--- src/rtl/alu_pkg.sv ---
// Shared definitions for the ALU front-end sequencer: funct codes, FSM encoding
// and the divide-by-zero quotient.
package alu_pkg;

  localparam logic [11:0] FUNCT_ADD   = 12'h001;
  localparam logic [11:0] FUNCT_SUB   = 12'h002;
  localparam logic [11:0] FUNCT_MULLO = 12'h004;
  localparam logic [11:0] FUNCT_MULHI = 12'h008;
  localparam logic [11:0] FUNCT_DIV   = 12'h010;
  localparam logic [11:0] FUNCT_REM   = 12'h020;

  localparam logic [31:0] DIV0_QUOTIENT = 32'hFFFF_FFFF;

  typedef enum logic [1:0] {
    ST_IDLE     = 2'd0,
    ST_MUL_WAIT = 2'd1,
    ST_DIV_WAIT = 2'd2,
    ST_DONE     = 2'd3
  } state_t;

endpackage

--- src/rtl/alu_result_mux.sv ---
// Combinational result/error selection for the ALU sequencer response channel.
module alu_result_mux
  import alu_pkg::*;
(
  input  logic [11:0] funct,
  input  logic [31:0] op_a,
  input  logic [31:0] add_c,
  input  logic [31:0] sub_c,
  input  logic [63:0] mul_out,
  input  logic [31:0] div_q,
  input  logic [31:0] div_r,
  input  logic        div0,
  input  logic        timeout,
  output logic [31:0] c,
  output logic        err
);

  always_comb begin
    c   = '0;
    err = 1'b0;
    if (timeout) begin
      err = 1'b1;
    end else begin
      case (funct)
        FUNCT_ADD:   c = add_c;
        FUNCT_SUB:   c = sub_c;
        FUNCT_MULLO: c = mul_out[31:0];
        FUNCT_MULHI: c = mul_out[63:32];
        FUNCT_DIV: begin
          c   = div0 ? DIV0_QUOTIENT : div_q;
          err = div0;
        end
        FUNCT_REM: begin
          c   = div0 ? op_a : div_r;
          err = div0;
        end
        default: err = 1'b1;
      endcase
    end
  end

endmodule

--- src/rtl/alu_sequencer.sv ---
// Request/response front-end for the 32-bit ALU units.
// Optional wait-state timeout enabled by defining ALU_SEQUENCER_TIMEOUT_EN.
module alu_sequencer
  import alu_pkg::*;
#(
  parameter int unsigned TIMEOUT_CYCLES = 64,
  parameter int unsigned CNT_W          = 7
) (
  input  logic        clk,
  input  logic        reset,
  input  logic        req_valid,
  output logic        req_ready,
  input  logic [11:0] req_funct,
  input  logic [31:0] req_a,
  input  logic [31:0] req_b,
  output logic [31:0] op_a,
  output logic [31:0] op_b,
  input  logic [31:0] add_c,
  input  logic [31:0] sub_c,
  output logic        mul_start,
  input  logic [63:0] mul_out,
  input  logic        mul_ready,
  output logic        div_start,
  input  logic [31:0] div_q,
  input  logic [31:0] div_r,
  input  logic        div_ready,
  output logic        rsp_valid,
  input  logic        rsp_ready,
  output logic [31:0] rsp_c,
  output logic        rsp_err
);

  if (TIMEOUT_CYCLES >= (1 << CNT_W)) begin : g_bad_cfg
    $error("CNT_W too narrow for TIMEOUT_CYCLES");
  end

  state_t      state, state_nx;
  logic [11:0] funct_q;
  logic        div0_q;
  logic        timeout_q;
  logic        mul_start_nx, div_start_nx;
  logic        timeout_hit;
  logic        expire;
  logic        accept;
  logic [31:0] mux_c;
  logic        mux_err;

  assign req_ready = (state == ST_IDLE);
  assign accept    = req_valid && req_ready;

`ifdef ALU_SEQUENCER_TIMEOUT_EN
  logic [CNT_W-1:0] cnt;

  // Expiry fires on the edge that brings the counter to TIMEOUT_CYCLES.
  assign expire = (cnt == CNT_W'(TIMEOUT_CYCLES - 1));

  always_ff @(posedge clk or negedge reset) begin
    if (!reset) begin
      cnt <= '0;
    end else if (accept) begin
      cnt <= '0;
    end else if ((state == ST_MUL_WAIT || state == ST_DIV_WAIT) && cnt != '1) begin
      cnt <= cnt + 1'b1;
    end
  end
`else
  assign expire = 1'b0;
`endif

  always_comb begin
    state_nx     = state;
    mul_start_nx = 1'b0;
    div_start_nx = 1'b0;
    timeout_hit  = 1'b0;
    case (state)
      ST_IDLE: begin
        if (req_valid) begin
          case (req_funct)
            FUNCT_MULLO, FUNCT_MULHI: begin
              state_nx     = ST_MUL_WAIT;
              mul_start_nx = 1'b1;
            end
            FUNCT_DIV, FUNCT_REM: begin
              if (req_b == '0) begin
                state_nx = ST_DONE;
              end else begin
                state_nx     = ST_DIV_WAIT;
                div_start_nx = 1'b1;
              end
            end
            default: state_nx = ST_DONE;
          endcase
        end
      end
      // The start-pulse cycle still sees the previous op's held ready.
      ST_MUL_WAIT: begin
        if (mul_ready && !mul_start) begin
          state_nx = ST_DONE;
        end else if (expire) begin
          state_nx    = ST_DONE;
          timeout_hit = 1'b1;
        end
      end
      ST_DIV_WAIT: begin
        if (div_ready && !div_start) begin
          state_nx = ST_DONE;
        end else if (expire) begin
          state_nx    = ST_DONE;
          timeout_hit = 1'b1;
        end
      end
      ST_DONE: begin
        if (rsp_ready) state_nx = ST_IDLE;
      end
      default: state_nx = ST_IDLE;
    endcase
  end

  always_ff @(posedge clk or negedge reset) begin
    if (!reset) begin
      state     <= ST_IDLE;
      op_a      <= '0;
      op_b      <= '0;
      funct_q   <= '0;
      div0_q    <= 1'b0;
      timeout_q <= 1'b0;
      mul_start <= 1'b0;
      div_start <= 1'b0;
    end else begin
      state     <= state_nx;
      mul_start <= mul_start_nx;
      div_start <= div_start_nx;
      if (accept) begin
        op_a      <= req_a;
        op_b      <= req_b;
        funct_q   <= req_funct;
        div0_q    <= (req_b == '0);
        timeout_q <= 1'b0;
      end else if (timeout_hit) begin
        timeout_q <= 1'b1;
      end
    end
  end

  // Units hold their outputs until restarted, so selecting live in DONE stays stable.
  alu_result_mux u_result_mux (
    .funct   (funct_q),
    .op_a    (op_a),
    .add_c   (add_c),
    .sub_c   (sub_c),
    .mul_out (mul_out),
    .div_q   (div_q),
    .div_r   (div_r),
    .div0    (div0_q),
    .timeout (timeout_q),
    .c       (mux_c),
    .err     (mux_err)
  );

  assign rsp_valid = (state == ST_DONE);
  assign rsp_c     = rsp_valid ? mux_c : '0;
  assign rsp_err   = rsp_valid && mux_err;

endmodule

--- config.mk ---
export PLATFORM = sky130hd
export DESIGN_NAME = alu_sequencer
export DESIGN_NICKNAME = d
export VERILOG_FILES = /design/src/rtl/alu_pkg.sv /design/src/rtl/alu_result_mux.sv /design/src/rtl/alu_sequencer.sv
export SDC_FILE = /design/constraint.sdc
export NUM_CORES = 1
export LEC_CHECK = 0
export CORE_AREA = 2 2 144 146
export CTS_CLUSTER_SIZE = 16
export DETAILED_ROUTE_END_ITERATION = 12
export DIE_AREA = 0 0 146 148
export MAX_ROUTING_LAYER = met4
export PLACE_DENSITY_LB_ADDON = 0.25
export REMOVE_ABC_BUFFERS = 1
export SETUP_SLACK_MARGIN = 0.2
export SYNTH_ARGS = -nofsm -noshare
export SYNTH_HDL_FRONTEND = slang
export SYNTH_HIERARCHICAL = 1
export SYNTH_SLANG_ARGS = --single-unit
export TNS_END_PERCENT = 30
--- constraint.sdc ---
create_clock -name clk -period 5.3 [get_ports clk]
set_input_delay 1.59 -clock clk [delete_from_list [all_inputs] [get_ports clk]]
set_output_delay 1.59 -clock clk [all_outputs]
set_load 0.1 [all_outputs]
==> impl_metrics.json, run 1 <==
{
  "drt_wl_total_um": 25600,
  "vdd_ir_drop_max_mv": 0.561,
  "avgRoutedWirePerCell_um": 22.2,
  "cts.path.max_buffers": 2,
  "post_cts_buffers": 0,
  "start_util": 0.270,
  "hold_class": "register to register",
  "setup_viol": 0,
  "mappedNetlistArea_um2": 5410,
  "viasPerCell": 5.18,
  "yosysWarnings": 6,
  "port_buffers": 374,
  "die_height_um": 148,
  "die_w_um": 146,
  "drt_iter0_drc": 431,
  "syn_to_final_growth_pct": 83.0,
  "grt_max_degree": 79,
  "ys_types": 44,
  "synthCells": 529,
  "yosysTopAreaCellShare": 0.374,
  "clkLatencyLatePin_ps": 350,
  "multi_input_area_um2": 3060,
  "grt_pass1_wl_um": 38200,
  "numCtsBuffers": 9,
  "ys_ff_latch": 81,
  "skew_ps": 8.73,
  "globalRouteOverflowTotal": 0,
  "grt_pass1_vias": 6259,
  "synth_edf_count": 0,
  "required_ps": 3710,
  "min_from": "op_b[23]$_DFFE_PN0P_",
  "end_kind": "output port",
  "tns_ps": 0,
  "cts_root_buf": "clkbuf_16",
  "vias": 5958,
  "reg2reg_from": "state[0]$_DFFE_PN0P_",
  "p_int_mw": 2.51,
  "p_seq_frac": 0.198,
  "final_antenna_net_count": 0,
  "p_clk_frac": 0.114,
  "comb_power_share": 0.687,
  "drv_cap": 0,
  "path_clk_slew_ps": 70,
  "ys.flop_type": "dfrtp_1",
  "core_region_area_um2": 20000,
  "yosysTopAreaCell": "dfrtp_1",
  "h-tree-depth": 3,
  "io_pins": 375,
  "gp_congestion": 0.874,
  "ctsHoldBuffers": 0,
  "seq_area_um2": 2030,
  "final_cell_mix": "339 x clkdlybuf4s50_1, 80 x dfrtp_1, 77 x mux2_2",
  "power.total_mw": 5.88,
  "synth_area_leaders": "dfrtp_1 37%, mux2_2 16%, a222oi_1 5.9%",
  "p_sw_mw": 3.38,
  "status": "finished, final reports clean",
  "cp_max_fo": 1,
  "grtUsageTotal": 0.238,
  "cts_tree": "built",
  "final_common_cell": "clkdlybuf4s50_1",
  "p_leak_nw": 3.85,
  "min_period_ps": 4590,
  "cts_sinks": 81,
  "antenna_found_initial": 1,
  "drc": 0,
  "worstSetupStartpointType": "input pin",
  "hpwl_um": 18600,
  "power.density_nw_per_um2": 594,
  "synth-seq-area-share": 0.374,
  "min_period_over_period": 0.866,
  "drive_above_1_share": 0.177,
  "arrival_ps": 3000,
  "swShare": 0.574,
  "slew_headroom": 0.268,
  "firstDrtPassIters": 8,
  "placementRows": 52,
  "setup.worst_path.start": "mul_out[63]",
  "async_reset_ff_frac": 1.00,
  "worst_pin_slew_ps": 1100,
  "rsz0062_at_grt": "no",
  "synth.avg_cell_area_um2": 10.2,
  "nets": 1152,
  "path_class": "input pin to output port",
  "dieArea_um2": 21600,
  "cts-resized-gates": 0,
  "max_freq_ghz": 0.218,
  "finalMaxSlewViolations": 0,
  "fillerInstances": 1911,
  "hold_viol": 0
}
-- sequential cells by signal, indices dropped and copies added, names as in the netlist --
signal and cells:
op_a 32, op_b 32, funct_q 12, state 2, div0_q 1, div_start 1
mul_start 1
-- per-layer routing --
layer  track usage  share of wire  up-vias
met5             -              0        -
met4        0.0786          0.025        0
met3        0.0645          0.093       33
met2         0.399           0.49      327
met1         0.278           0.40     2864
li1              -              -     2734
-- power groups by stage --
stage | sequential (mW) | clock, mW | combinational (mW)
after floorplan | 2.94 | 0 | 1.04
after global placement | 1.16 | 0 | 4.04
after detailed placement | 1.18 | 0 | 4.05
after CTS | 1.17 | 0.696 | 4.06
after global routing | 1.21 | 0.718 | 4.20
final | 1.17 | 0.673 | 4.04
-- stage by stage --
step / setup WS [ps] / cell area [um^2] / hold WS (ps) / util / std cells
2_1_floorplan: 82.8 / 5170 / 481 / - / 479
3_3_place_gp: 699 / 9590 / 487 / 0.479 / 1133
3_5_place_dp: 692 / 9590 / 493 / 0.479 / 1133
4_1_cts: 697 / 9900 / 508 / 0.494 / 1149
5_1_grt: 627 / 9910 / 515 / 0.494 / 1150
6_report: 711 / 9910 / 505 / 0.494 / 1150
-- worst paths after layout --
| kind | endpoint | slack (ps) | cells after the start |
|---|---|---|---|
| max in group asynchronous | op_a[11]$_DFFE_PN0P_ | 3030 | 2 |
| min | op_b[23]$_DFFE_PN0P_ | 510 | 1 |
| max | rsp_c[31] | 710 | 6 |
| min in group asynchronous | op_b[21]$_DFFE_PN0P_ | 1240 | 1 |
| min reg2reg | op_b[23]$_DFFE_PN0P_ | 510 | 1 |
| max reg2reg | op_a[11]$_DFFE_PN0P_ | 3100 | 4 |
-- worst max-delay path, cell delays in order --
cell and delay (ps):
clkdlybuf4s50_1 410, a22o_1 230, a222oi_1 300, o2bb2ai_1 100, and2_1 200, buf_12 170
-- synth_stat cells (3+ instances only) --
cell type,count
mux2_2,77
o21ai_0,33
buf_4,3
nor2b_1,3
o211ai_1,32
buf_6,5
inv_1,36
nand3_1,32
a222oi_1,32
ha_1,4
a22o_1,32
o2bb2ai_1,32
buf_2,9
nor4_2,3
and2_1,34
nand2b_1,3
clkbuf_1,34
and4_1,3
nor3_1,3
nor2_1,6
nor4_1,8
dfrtp_1,81
-- logic make-up after synthesis --
group	Yosys count	synth area share
AOI/OAI and AO/OA	169	0.251
and+or+nand+nor	107	0.128
buffers and inverters	87	0.0714
DFF	81	0.374
muxes	77	0.160
adders and majority gates	4	0.00924
xor gates and xnor gates	3	0.00485
other	1	0.000693
-- final cells by class --
| class | instances | area share |
|---|---|---|
| inverter | 36 | 0.0136 |
| sequential | 81 | 0.205 |
| clock inverter | 6 | 0.00745 |
| clock buffer | 10 | 0.0241 |
| tap | 270 | 0.0341 |
| multi-input combinational | 362 | 0.309 |
| timing repair buffer | 384 | 0.407 |
| antenna | 1 | 0.000253 |
Power figures use the tool's default switching activity.
==> run 2, diff against run 1 <==
Settings changed: SKIP_CTS_REPAIR_TIMING set to 1.
Clock period 5.3 ns to 5.4 ns, I/O delays scaled along.
==> impl_metrics.json, run 2 (synthesis gave the netlist of run 1 again) <==
{
  "status": "finished, final reports clean",
  "placed_area_um2": 9510,
  "slowest_delay_ps": 400,
  "min_period_over_period": 0.864,
  "multi_input_area_um2": 3060,
  "power.density_nw_per_um2": 584,
  "syn_to_final_growth_pct": 81.1,
  "seq_area_um2": 2030,
  "grt_max_degree": 79,
  "p_leak_nw": 3.82,
  "drc": 0,
  "h-tree-depth": 3,
  "hpwl_um": 18300,
  "die_height_um": 148,
  "final_antenna_net_count": 0,
  "tns_ps": 0,
  "clkLatencyLatePin_ps": 340,
  "fillerInstances": 1950,
  "final_common_cell": "clkdlybuf4s50_1",
  "final_core_util": 0.489,
  "finalMaxSlewViolations": 0,
  "setup_viol": 0,
  "cts_sinks": 81,
  "worstSetupStartpointType": "input pin",
  "cts.path.max_buffers": 2,
  "path_clk_slew_ps": 70,
  "core_region_area_um2": 20000,
  "end_kind": "output port",
  "arrival_ps": 3050,
  "drive_above_1_share": 0.177,
  "hold_class": "register to register",
  "post-place-ws_ps": 720,
  "drt_wl_total_um": 25100,
  "avgRoutedWirePerCell_um": 21.8,
  "cp_top_family": "buffers and inverters",
  "cts_root_buf": "clkbuf_16",
  "antenna_found_initial": 3,
  "cts_tree": "built",
  "rsz0062_at_grt": "no",
  "hold_viol": 0,
  "slew_headroom": 0.240,
  "skew_ps": 5.68,
  "cp_max_fo": 1,
  "final_cell_mix": "339 x clkdlybuf4s50_1, 80 x dfrtp_1, 77 x mux2_2",
  "numCtsBuffers": 9,
  "firstDrtPassIters": 6,
  "reg_top3": "op_a: 32 flops, op_b: 32 flops, funct_q: 12 flops",
  "port_buffers": 374,
  "required_ps": 3780,
  "io_pins": 375,
  "grtUsageTotal": 0.234,
  "dieArea_um2": 21600,
  "max_freq_ghz": 0.214,
  "viasPerCell": 5.22,
  "start_util": 0.270,
  "die_w_um": 146,
  "setup_ws_ps": 734,
  "drv_cap": 0,
  "grt_pass1_wl_um": 37700,
  "nets": 1151,
  "timing.critical_path.buf_inv": 2,
  "vdd_ir_drop_max_mv": 0.631,
  "drt_iter0_drc": 320,
  "cp_cell_sequence": "clkdlybuf4s50_1, a22o_1, a222oi_1, o2bb2ai_1, and2_1, buf_4",
  "min_period_ps": 4670,
  "worst_pin_slew_ps": 1140,
  "vias": 6003,
  "path_class": "input pin to output port",
  "cp_slowest_cell": "clkdlybuf4s50_1",
  "globalRouteOverflowTotal": 0,
  "placementRows": 52,
  "design_area_um2": 9800,
  "grt_pass1_vias": 6301,
  "gp_congestion": 0.862
}
-- run 2: cell count changes in the layout (fill, tap and decap cells not counted) --
cell	change
inv_8	-1
inv_6	+1
clkinv_2	+1
buf_4	+5
bufinv_16	-1
clkinv_8	+1
diode_2	+2
buf_12	-6
clkbuf_8	-1
-- run 2: through the flow --
stage	hold slack [ps]	power, mW	std cells
2_1_floorplan	481	3.91	479
3_3_place_gp	488	5.10	1132
3_5_place_dp	492	5.12	1132
4_1_cts	508	5.76	1148
5_1_grt	519	5.96	1151
6_report	506	5.72	1151
-- run 2: layout make-up --
cell class | instances | area share
Clock buffer | 9 | 0.0230
Tap cell | 270 | 0.0345
Antenna cell | 3 | 0.000766
Timing Repair Buffer | 383 | 0.403
Inverter | 36 | 0.0138
Sequential cell | 81 | 0.207
Multi-Input combinational cell | 362 | 0.312
Clock inverter | 7 | 0.00638
-- run 2: worst register-to-register path, stage by stage, from the launching register on --
cell	delay, ps
dfrtp_1	380
inv_1	90
ha_1	310
nand2_4	810
mux2_2	530
-- run 2: power by group --
part,switching [mW],leakage [nW],total [mW],internal [mW]
sequential,0.232,0.970,1.14,0.906
clock,0.292,0.136,0.613,0.320
combinational,2.79,2.71,3.97,1.18
total,3.32,3.82,5.72,2.41
-- run 2: final timing paths --
path                                      start                   end  slack [ps]  cells past startpoint
min                        op_b[10]$_DFFE_PN0P_  op_b[10]$_DFFE_PN0P_         510                      1
max reg2reg                state[0]$_DFFE_PN0P_  op_a[25]$_DFFE_PN0P_        3160                      4
min in group asynchronous                 reset  op_b[21]$_DFFE_PN0P_        1250                      1
max in group asynchronous                 reset  op_a[14]$_DFFE_PN0P_        3130                      2
max                                 mul_out[31]             rsp_c[31]         730                      6
min reg2reg                op_b[10]$_DFFE_PN0P_  op_b[10]$_DFFE_PN0P_         510                      1
-- run 2: layer usage --
layer | up-vias | part of all wire | global-route usage
li1 | 2744 | - | -
met1 | 2922 | 0.39 | 0.268
met2 | 306 | 0.49 | 0.400
met3 | 31 | 0.095 | 0.0679
met4 | 0 | 0.020 | 0.0714
met5 | - | 0 | -
